[src/rtl/debug_cmd_sequencer_if.sv]
// debug_cmd_sequencer_if: host-link byte streams plus debug decoder/sequencer signals
interface debug_cmd_sequencer_if;
  logic [7:0]  rx_data;
  logic        rx_valid;
  logic        rx_ready;
  logic [7:0]  tx_data;
  logic        tx_valid;
  logic        tx_ready;
  logic [2:0]  debug_op;
  logic [2:0]  debug_arg;
  logic        debug_addr_inc;
  logic        debug_en_bkp;
  logic        debug_exec;
  logic        debug_done;
  logic        debug_addr_incx;
  logic [15:0] debug_data;
  logic [15:0] debug_addr;
  logic [15:0] debug_din;
  modport master (
    output rx_data, rx_valid, tx_ready, debug_done, debug_addr_incx, debug_data,
    input  rx_ready, tx_data, tx_valid, debug_op, debug_arg, debug_addr_inc,
           debug_en_bkp, debug_exec, debug_addr, debug_din
  );
  modport slave (
    input  rx_data, rx_valid, tx_ready, debug_done, debug_addr_incx, debug_data,
    output rx_ready, tx_data, tx_valid, debug_op, debug_arg, debug_addr_inc,
           debug_en_bkp, debug_exec, debug_addr, debug_din
  );
endinterface

[src/rtl/debug_cmd_sequencer.sv]
// debug_cmd_sequencer: parses host command bytes, drives the debug decoder and returns results
module debug_cmd_sequencer #(
  parameter int         TIMEOUT_CYCLES = 255,
  parameter logic [7:0] ACK_BYTE       = 8'hA5,
  parameter logic [7:0] ERR_BYTE       = 8'hEE
) (
  input logic i_clk,
  input logic i_resetn,
  debug_cmd_sequencer_if.slave bus
);
  localparam int CW = $clog2(TIMEOUT_CYCLES + 1);
  // op encoding: 0 RD_REG, 1 RD_CC, 2 RD_PC, 3 RD_INSTRUCTION, 4 RD_MEM, 5 WR_REG, 6 WR_MEM, 7 WR_BKP
  localparam logic [2:0] OP_LAST_READ = 3'd4;
  typedef enum logic [3:0] {
    S_IDLE, S_ARG_HI, S_ARG_LO, S_ISSUE, S_WAIT, S_RESP_HI, S_RESP_LO, S_ACK, S_ERR
  } state_t;
  state_t      r_state, w_next;
  logic [2:0]  r_op, r_arg;
  logic        r_inc, r_sel;
  logic [15:0] r_addr, r_din, r_resp;
  logic [CW-1:0] r_cnt;
  logic        w_rx_fire, w_tx_fire, w_timeout;
  assign w_rx_fire = bus.rx_valid & bus.rx_ready;
  assign w_tx_fire = bus.tx_valid & bus.tx_ready;
  assign w_timeout = r_cnt == CW'(TIMEOUT_CYCLES - 1);
  assign bus.rx_ready = i_resetn & (r_state inside {S_IDLE, S_ARG_HI, S_ARG_LO});
  assign bus.tx_valid = r_state inside {S_RESP_HI, S_RESP_LO, S_ACK, S_ERR};
  assign bus.tx_data = r_state == S_RESP_HI ? r_resp[15:8] :
                       r_state == S_RESP_LO ? r_resp[7:0]  :
                       r_state == S_ACK     ? ACK_BYTE     :
                       r_state == S_ERR     ? ERR_BYTE     : 8'h00;
  assign bus.debug_exec     = r_state == S_ISSUE;
  assign bus.debug_op       = r_op;
  assign bus.debug_arg      = r_arg;
  assign bus.debug_addr_inc = r_inc;
  assign bus.debug_en_bkp   = r_arg[0];
  assign bus.debug_addr     = r_addr;
  assign bus.debug_din      = r_din;
  always_comb begin
    w_next = r_state;
    case (r_state)
      S_IDLE:    if (w_rx_fire) w_next = !bus.rx_data[7]          ? S_ISSUE :
                                         bus.rx_data[1:0] == 2'b00 ? S_ACK   :
                                         bus.rx_data[1:0] == 2'b11 ? S_ERR   : S_ARG_HI;
      S_ARG_HI:  if (w_rx_fire) w_next = S_ARG_LO;
      S_ARG_LO:  if (w_rx_fire) w_next = S_ACK;
      S_ISSUE:   w_next = S_WAIT;
      S_WAIT:    if (bus.debug_done) w_next = r_op <= OP_LAST_READ ? S_RESP_HI : S_ACK;
                 else if (w_timeout) w_next = S_ERR;
      S_RESP_HI: if (w_tx_fire) w_next = S_RESP_LO;
      S_RESP_LO, S_ACK, S_ERR: if (w_tx_fire) w_next = S_IDLE;
      default:   w_next = S_IDLE;
    endcase
  end
  always_ff @(posedge i_clk) begin
    if (!i_resetn) begin
      r_state <= S_IDLE;
      r_op    <= '0;
      r_arg   <= '0;
      r_inc   <= 1'b0;
      r_sel   <= 1'b0;
      r_addr  <= '0;
      r_din   <= '0;
      r_resp  <= '0;
      r_cnt   <= '0;
    end else begin
      r_state <= w_next;
      r_cnt   <= r_state == S_WAIT ? r_cnt + 1'b1 : '0;
      if (w_rx_fire && r_state == S_IDLE) begin
        r_sel <= bus.rx_data[1];
        if (!bus.rx_data[7]) {r_inc, r_arg, r_op} <= bus.rx_data[6:0];
      end
      if (w_rx_fire && r_state == S_ARG_HI) begin
        if (r_sel) r_din[15:8] <= bus.rx_data;
        else r_addr[15:8] <= bus.rx_data;
      end
      if (w_rx_fire && r_state == S_ARG_LO) begin
        if (r_sel) r_din[7:0] <= bus.rx_data;
        else r_addr[7:0] <= bus.rx_data;
      end
      if (r_state == S_WAIT && bus.debug_done) begin
        r_resp <= bus.debug_data;
        if (bus.debug_addr_incx) r_addr <= r_addr + 16'd1;
      end
    end
  end
endmodule

[src/flat_wrapper.sv]
// flat-port wrapper written by rule: the top's interface ports become plain ports
module debug_cmd_sequencer_flat 
#(
  parameter int         TIMEOUT_CYCLES = 255,
  parameter logic [7:0] ACK_BYTE       = 8'hA5,
  parameter logic [7:0] ERR_BYTE       = 8'hEE
)
  (i_clk, i_resetn, bus_rx_data, bus_rx_valid, bus_tx_ready, bus_debug_done, bus_debug_addr_incx, bus_debug_data, bus_rx_ready, bus_tx_data, bus_tx_valid, bus_debug_op, bus_debug_arg, bus_debug_addr_inc, bus_debug_en_bkp, bus_debug_exec, bus_debug_addr, bus_debug_din);
  debug_cmd_sequencer_if bus_i ();
  input logic i_clk;
  input logic i_resetn;
  input wire logic [$bits(bus_i.rx_data)-1:0] bus_rx_data;
  input wire logic [$bits(bus_i.rx_valid)-1:0] bus_rx_valid;
  input wire logic [$bits(bus_i.tx_ready)-1:0] bus_tx_ready;
  input wire logic [$bits(bus_i.debug_done)-1:0] bus_debug_done;
  input wire logic [$bits(bus_i.debug_addr_incx)-1:0] bus_debug_addr_incx;
  input wire logic [$bits(bus_i.debug_data)-1:0] bus_debug_data;
  output wire logic [$bits(bus_i.rx_ready)-1:0] bus_rx_ready;
  output wire logic [$bits(bus_i.tx_data)-1:0] bus_tx_data;
  output wire logic [$bits(bus_i.tx_valid)-1:0] bus_tx_valid;
  output wire logic [$bits(bus_i.debug_op)-1:0] bus_debug_op;
  output wire logic [$bits(bus_i.debug_arg)-1:0] bus_debug_arg;
  output wire logic [$bits(bus_i.debug_addr_inc)-1:0] bus_debug_addr_inc;
  output wire logic [$bits(bus_i.debug_en_bkp)-1:0] bus_debug_en_bkp;
  output wire logic [$bits(bus_i.debug_exec)-1:0] bus_debug_exec;
  output wire logic [$bits(bus_i.debug_addr)-1:0] bus_debug_addr;
  output wire logic [$bits(bus_i.debug_din)-1:0] bus_debug_din;
  assign bus_i.rx_data = bus_rx_data;
  assign bus_i.rx_valid = bus_rx_valid;
  assign bus_i.tx_ready = bus_tx_ready;
  assign bus_i.debug_done = bus_debug_done;
  assign bus_i.debug_addr_incx = bus_debug_addr_incx;
  assign bus_i.debug_data = bus_debug_data;
  assign bus_rx_ready = bus_i.rx_ready;
  assign bus_tx_data = bus_i.tx_data;
  assign bus_tx_valid = bus_i.tx_valid;
  assign bus_debug_op = bus_i.debug_op;
  assign bus_debug_arg = bus_i.debug_arg;
  assign bus_debug_addr_inc = bus_i.debug_addr_inc;
  assign bus_debug_en_bkp = bus_i.debug_en_bkp;
  assign bus_debug_exec = bus_i.debug_exec;
  assign bus_debug_addr = bus_i.debug_addr;
  assign bus_debug_din = bus_i.debug_din;
  debug_cmd_sequencer #(.TIMEOUT_CYCLES(TIMEOUT_CYCLES), .ACK_BYTE(ACK_BYTE), .ERR_BYTE(ERR_BYTE)) u_core (.i_clk(i_clk), .i_resetn(i_resetn), .bus(bus_i));
endmodule
[config.mk]
export PLATFORM = sky130hd
export DESIGN_NAME = debug_cmd_sequencer_flat
export DESIGN_NICKNAME = d
export VERILOG_FILES = /design/src/rtl/debug_cmd_sequencer_if.sv /design/src/rtl/debug_cmd_sequencer.sv /design/src/flat_wrapper.sv
export SDC_FILE = /design/constraint.sdc
export NUM_CORES = 1
export LEC_CHECK = 0
export ABC_AREA = 1
export ABC_CLOCK_PERIOD_IN_PS = 1300
export CAP_MARGIN = 20
export CORE_ASPECT_RATIO = 1.25
export CORE_MARGIN = 2
export CORE_UTILIZATION = 45
export DETAILED_ROUTE_END_ITERATION = 12
export GPL_TIMING_DRIVEN = 1
export PLACE_DENSITY = 0.75
export SLEW_MARGIN = 15
export SYNTH_ARGS = -nofsm -noshare
export SYNTH_HDL_FRONTEND = slang
export SYNTH_SLANG_ARGS = --single-unit
export TNS_END_PERCENT = 50
[constraint.sdc]
create_clock -name i_clk -period 1.3 [get_ports i_clk]
set_input_delay 0.26 -clock i_clk [delete_from_list [all_inputs] [get_ports i_clk]]
set_output_delay 0.26 -clock i_clk [all_outputs]
set_load 0.1 [all_outputs]
==> run summary <==
Startpoint types: flop
CTS root buf: clkbuf_8
Worst endpoint data arrival time: 1.84 ns
Ys async rst share: 0
TritonCTS clock tree: built
Post-Syn Area: 3476 µm²
Yosys reg bits: 68
Sequential power share: 0.243
Worst setup margin: -0.7951 ns
Fraction of layout cells with a size suffix above 1: 0.4564
RSZ-0062 raised after global routing: yes
Slew Viols, Final: 0
Syn Inst Count: 519
Clk slew on worst S/H paths: 0.11 ns
Hold Fails Final Rpt: 0
Global-route met1 utilization: 0.3770
N_diodes: 0
Number of I/O pins: 81
First-pass GRT wire length: 22040 µm
TNS Setup: -36.05 ns
Remaining DRCs: 0
Post-synthesis net count: 552
CTS hold repair buffers: 0
GR Util met3: 0.06537
M2 GR Usage: 0.5993
Worst Skew: 0.02927 ns
CP peak stage delay: 0.41 ns
Starting density of the core: 0.4669
Fmax: 0.4773 GHz
Layout Cells excl Fill: 791
CP max FO: 4
Placed insts: 746
Leading area contributor after synthesis: dfxtp_1
Num CTS Buffers: 9
Hold path endpoint: u_core.r_resp[9]
Slowest-stage cell, CP: dfxtp_4
Sw Share: 0.4904
Yosys cell types: 32
R2R Path End: u_core.r_state[0]
Die Y: 102.3 µm
Critical Path, Cell by Cell: buf_6 > nand2_8 > nor3_4 > a21oi_2 > o211ai_1 > clkbuf_16
Vias in the first global route: 4535
CP bufs+invs: 2
Min-delay src: bus_debug_data[9]
Min cycle time layout: 2.095 ns
WL/cell: 22.80 µm
Insertion delay to the later sink of the worst-skew pair: 0.39 ns
Peak supply drop: 1519 µV
Reg2reg start: u_core.r_state[0]
Cell family with most CP delay: buffers and inverters
R2R Setup Slk: -0.78 ns
Area share of the leading cell type in the synthesized netlist: 0.3916
Crit Path Class: reg -> out
DRT Pass-1 Iters: 5
I/O Buffers: 80
Via/cell ratio: 6.305
Endpoints failing setup: 85
Combinational group share of total power: 0.596
Die area: 8448 µm²
Max clock buf depth: 2
Actual slew at the worst max-slew pin: 0.4887 ns
Final WL: 18030 µm
Initial antenna violation count: 0
Clock share of power: 0.161
GPL Wtd Cong: 0.9429
Max_cap viols: 0
Synth warn: 0
Post-synth EDFFs: 0
DRT antenna net count: 0
H-tree depth: 3
Slew HR: 0.6742
Top post-synthesis cells by area: dfxtp_1 (39%), nand2_1 (12%), nor2_1 (11%), o21ai_0 (7.8%), a21oi_1 (7.1%)
Final Cycle Share: 1.612
Crit end category: output pin
Mapped Avg Cell Area: 6.697 µm²
P_leak: 2.677 nW
Sequential-to-total area share from yosys stat: 0.3916
Global route overflow: 0
Pwr dens: 1653 nW/µm²
Nets@finish: 727
Status: finished with violations
Aggregate global-route resource usage: 0.3433
WHS Path Cells: 3
P&R area growth vs syn: 91.14%
# clock sinks: 68
Cell Rows: 35
HP Class: in -> reg
Drt initial violations: 561
P_int: 5.596 mW
Sw Pwr: 5.386 mW
Synth Flop Type: dfxtp_1
DPL Wire Length: 7774 µm
Pin count of the biggest net entering global routing: 40
Routed vias: 4987
Reg2reg path depth: 10
CORE AREA: 7445 µm²
Die width: 82.61 µm
Worst EP required: 1.04 ns
GRT busiest layer: met2
Violated checks: negative setup slack
[power groups by stage]
stage	clock network [mW]	logic, mW	registers (mW)
floorplan	0	1.99	3.27
global placement	0	4.45	2.60
detailed placement	0	4.53	2.60
CTS	1.67	5.34	2.58
global route	1.82	6.71	2.67
finish	1.77	6.54	2.67
[registers in the layout (all words and copies together) (netlist names)]
signal / count
u_core.bus.debug_op: 3
u_core.r_sel: 1
u_core.r_cnt: 8
u_core.bus.debug_addr_inc: 1
u_core.r_state: 4
u_core.bus.debug_arg: 3
u_core.bus.debug_din: 16
u_core.r_resp: 16
u_core.bus.debug_addr: 16
[cell usage after synthesis, types with 3 or more instances]
master	number
inv_1	48
nand2_1	108
nand2_2	4
nor2_4	3
xor2_1	5
nor3_1	4
buf_6	3
nand3_2	6
nor2_2	3
dfxtp_1	68
a31oi_1	3
a21oi_1	49
nand3_1	19
ha_1	3
o211ai_1	8
clkbuf_1	8
inv_2	7
nor2_1	100
o21ai_0	54
[final cells by class]
| type | count | area [µm²] |
|---|---|---|
| multi-input cells | 382 | 2440 |
| clock buffers | 9 | 123.9 |
| repair buffers | 177 | 2230 |
| inverters | 56 | 250.2 |
| well taps | 92 | 115.1 |
| flip-flops and latches | 68 | 1430 |
| fillers | 290 | 800.8 |
| clock inverters | 7 | 55.05 |
[routing by layer]
| metal | share of wire | routed length [µm] |
|---|---|---|
| met1 | 0.33 | 5961 |
| met4 | 0.092 | 1653 |
| met5 | 0 | 0 |
| met2 | 0.48 | 8648 |
| met3 | 0.098 | 1770 |
[placed cells by master (no fill, tap or decap), types with 2 or more instances in the layout]
master            n
o21ai_2          18
nand3_2           6
nor2_4           19
o21ai_0          18
nand2_2          13
ha_1              2
buf_4            56
o211ai_1          8
inv_4             9
o21ai_1          18
nand2_1          86
xor2_1            5
a21oi_2          18
dfxtp_4          17
inv_6             6
clkbuf_16         2
dfxtp_2           4
nor2_1           73
inv_1            42
a31oi_1           2
a21oi_4           2
buf_12           52
o22ai_4           2
nor3_1            2
nand3_4           7
dfxtp_1          47
a21oi_1          29
inv_2             3
clkdlybuf4s50_1  29
nand3_1          15
nor2_2           14
nand2_8           3
nand2_4          11
buf_6            38
clkbuf_8          9
[per-stage QoR]
| stage | setup slack, ns | util | total power [mW] | area (µm²) | hold slack [ns] |
|---|---|---|---|---|---|
| 2_1_floorplan | -1.152 | - | 5.260 | 3625 | 0.3949 |
| 6_report | -0.7951 | 0.8924 | 10.98 | 6644 | 0.4511 |
| 3_3_place_gp | -0.4068 | 0.7412 | 7.045 | 5518 | 0.4357 |
| 5_1_grt | -0.7587 | 0.8924 | 11.20 | 6644 | 0.4773 |
| 4_1_cts | -0.5877 | 0.8365 | 9.587 | 6227 | 0.4411 |
| 3_5_place_dp | -0.4805 | 0.7412 | 7.138 | 5518 | 0.4410 |
[kinds of logic (layout without fill, tap and decap cells)]
family,after synthesis,in the layout,share of synthesized area
and+or+nand+nor,252,255,0.3143
xor gates and xnor gates,5,5,0.01260
AOI/OAI and AO/OA,119,119,0.1803
buffers and inverters,72,249,0.09035
DFF,68,68,0.3916
adders and majority gates,3,3,0.01080
[worst max path at each step]
stage | startpoint | endpoint | slack, ns | cells past startpoint
final | u_core.r_state[0] | bus_tx_data[5] | -0.80 | 6
after global routing | u_core.r_state[0] | u_core.r_state[0] | -0.76 | 10
after CTS | u_core.r_state[0] | bus_tx_data[7] | -0.59 | 7
after detailed placement | bus_rx_valid | u_core.bus.debug_addr[10] | -0.48 | 9
after global placement | bus_rx_valid | u_core.bus.debug_addr[10] | -0.41 | 9
after floorplan | u_core.r_state[2] | bus_tx_data[1] | -1.15 | 4
[worst min-delay path, stage by stage]
cell and delay [ns]:
clkdlybuf4s50_1 0.40, nand2_1 0.07, a21oi_1 0.05
[timing repair]
item,CTS,global route
gates cloned,3,0
gates resized for setup,127,95
setup endpoints to repair,79,87
buffers inserted,16,15
pin swaps,32,36
No activity file was read; power rests on OpenSTA's default activity.
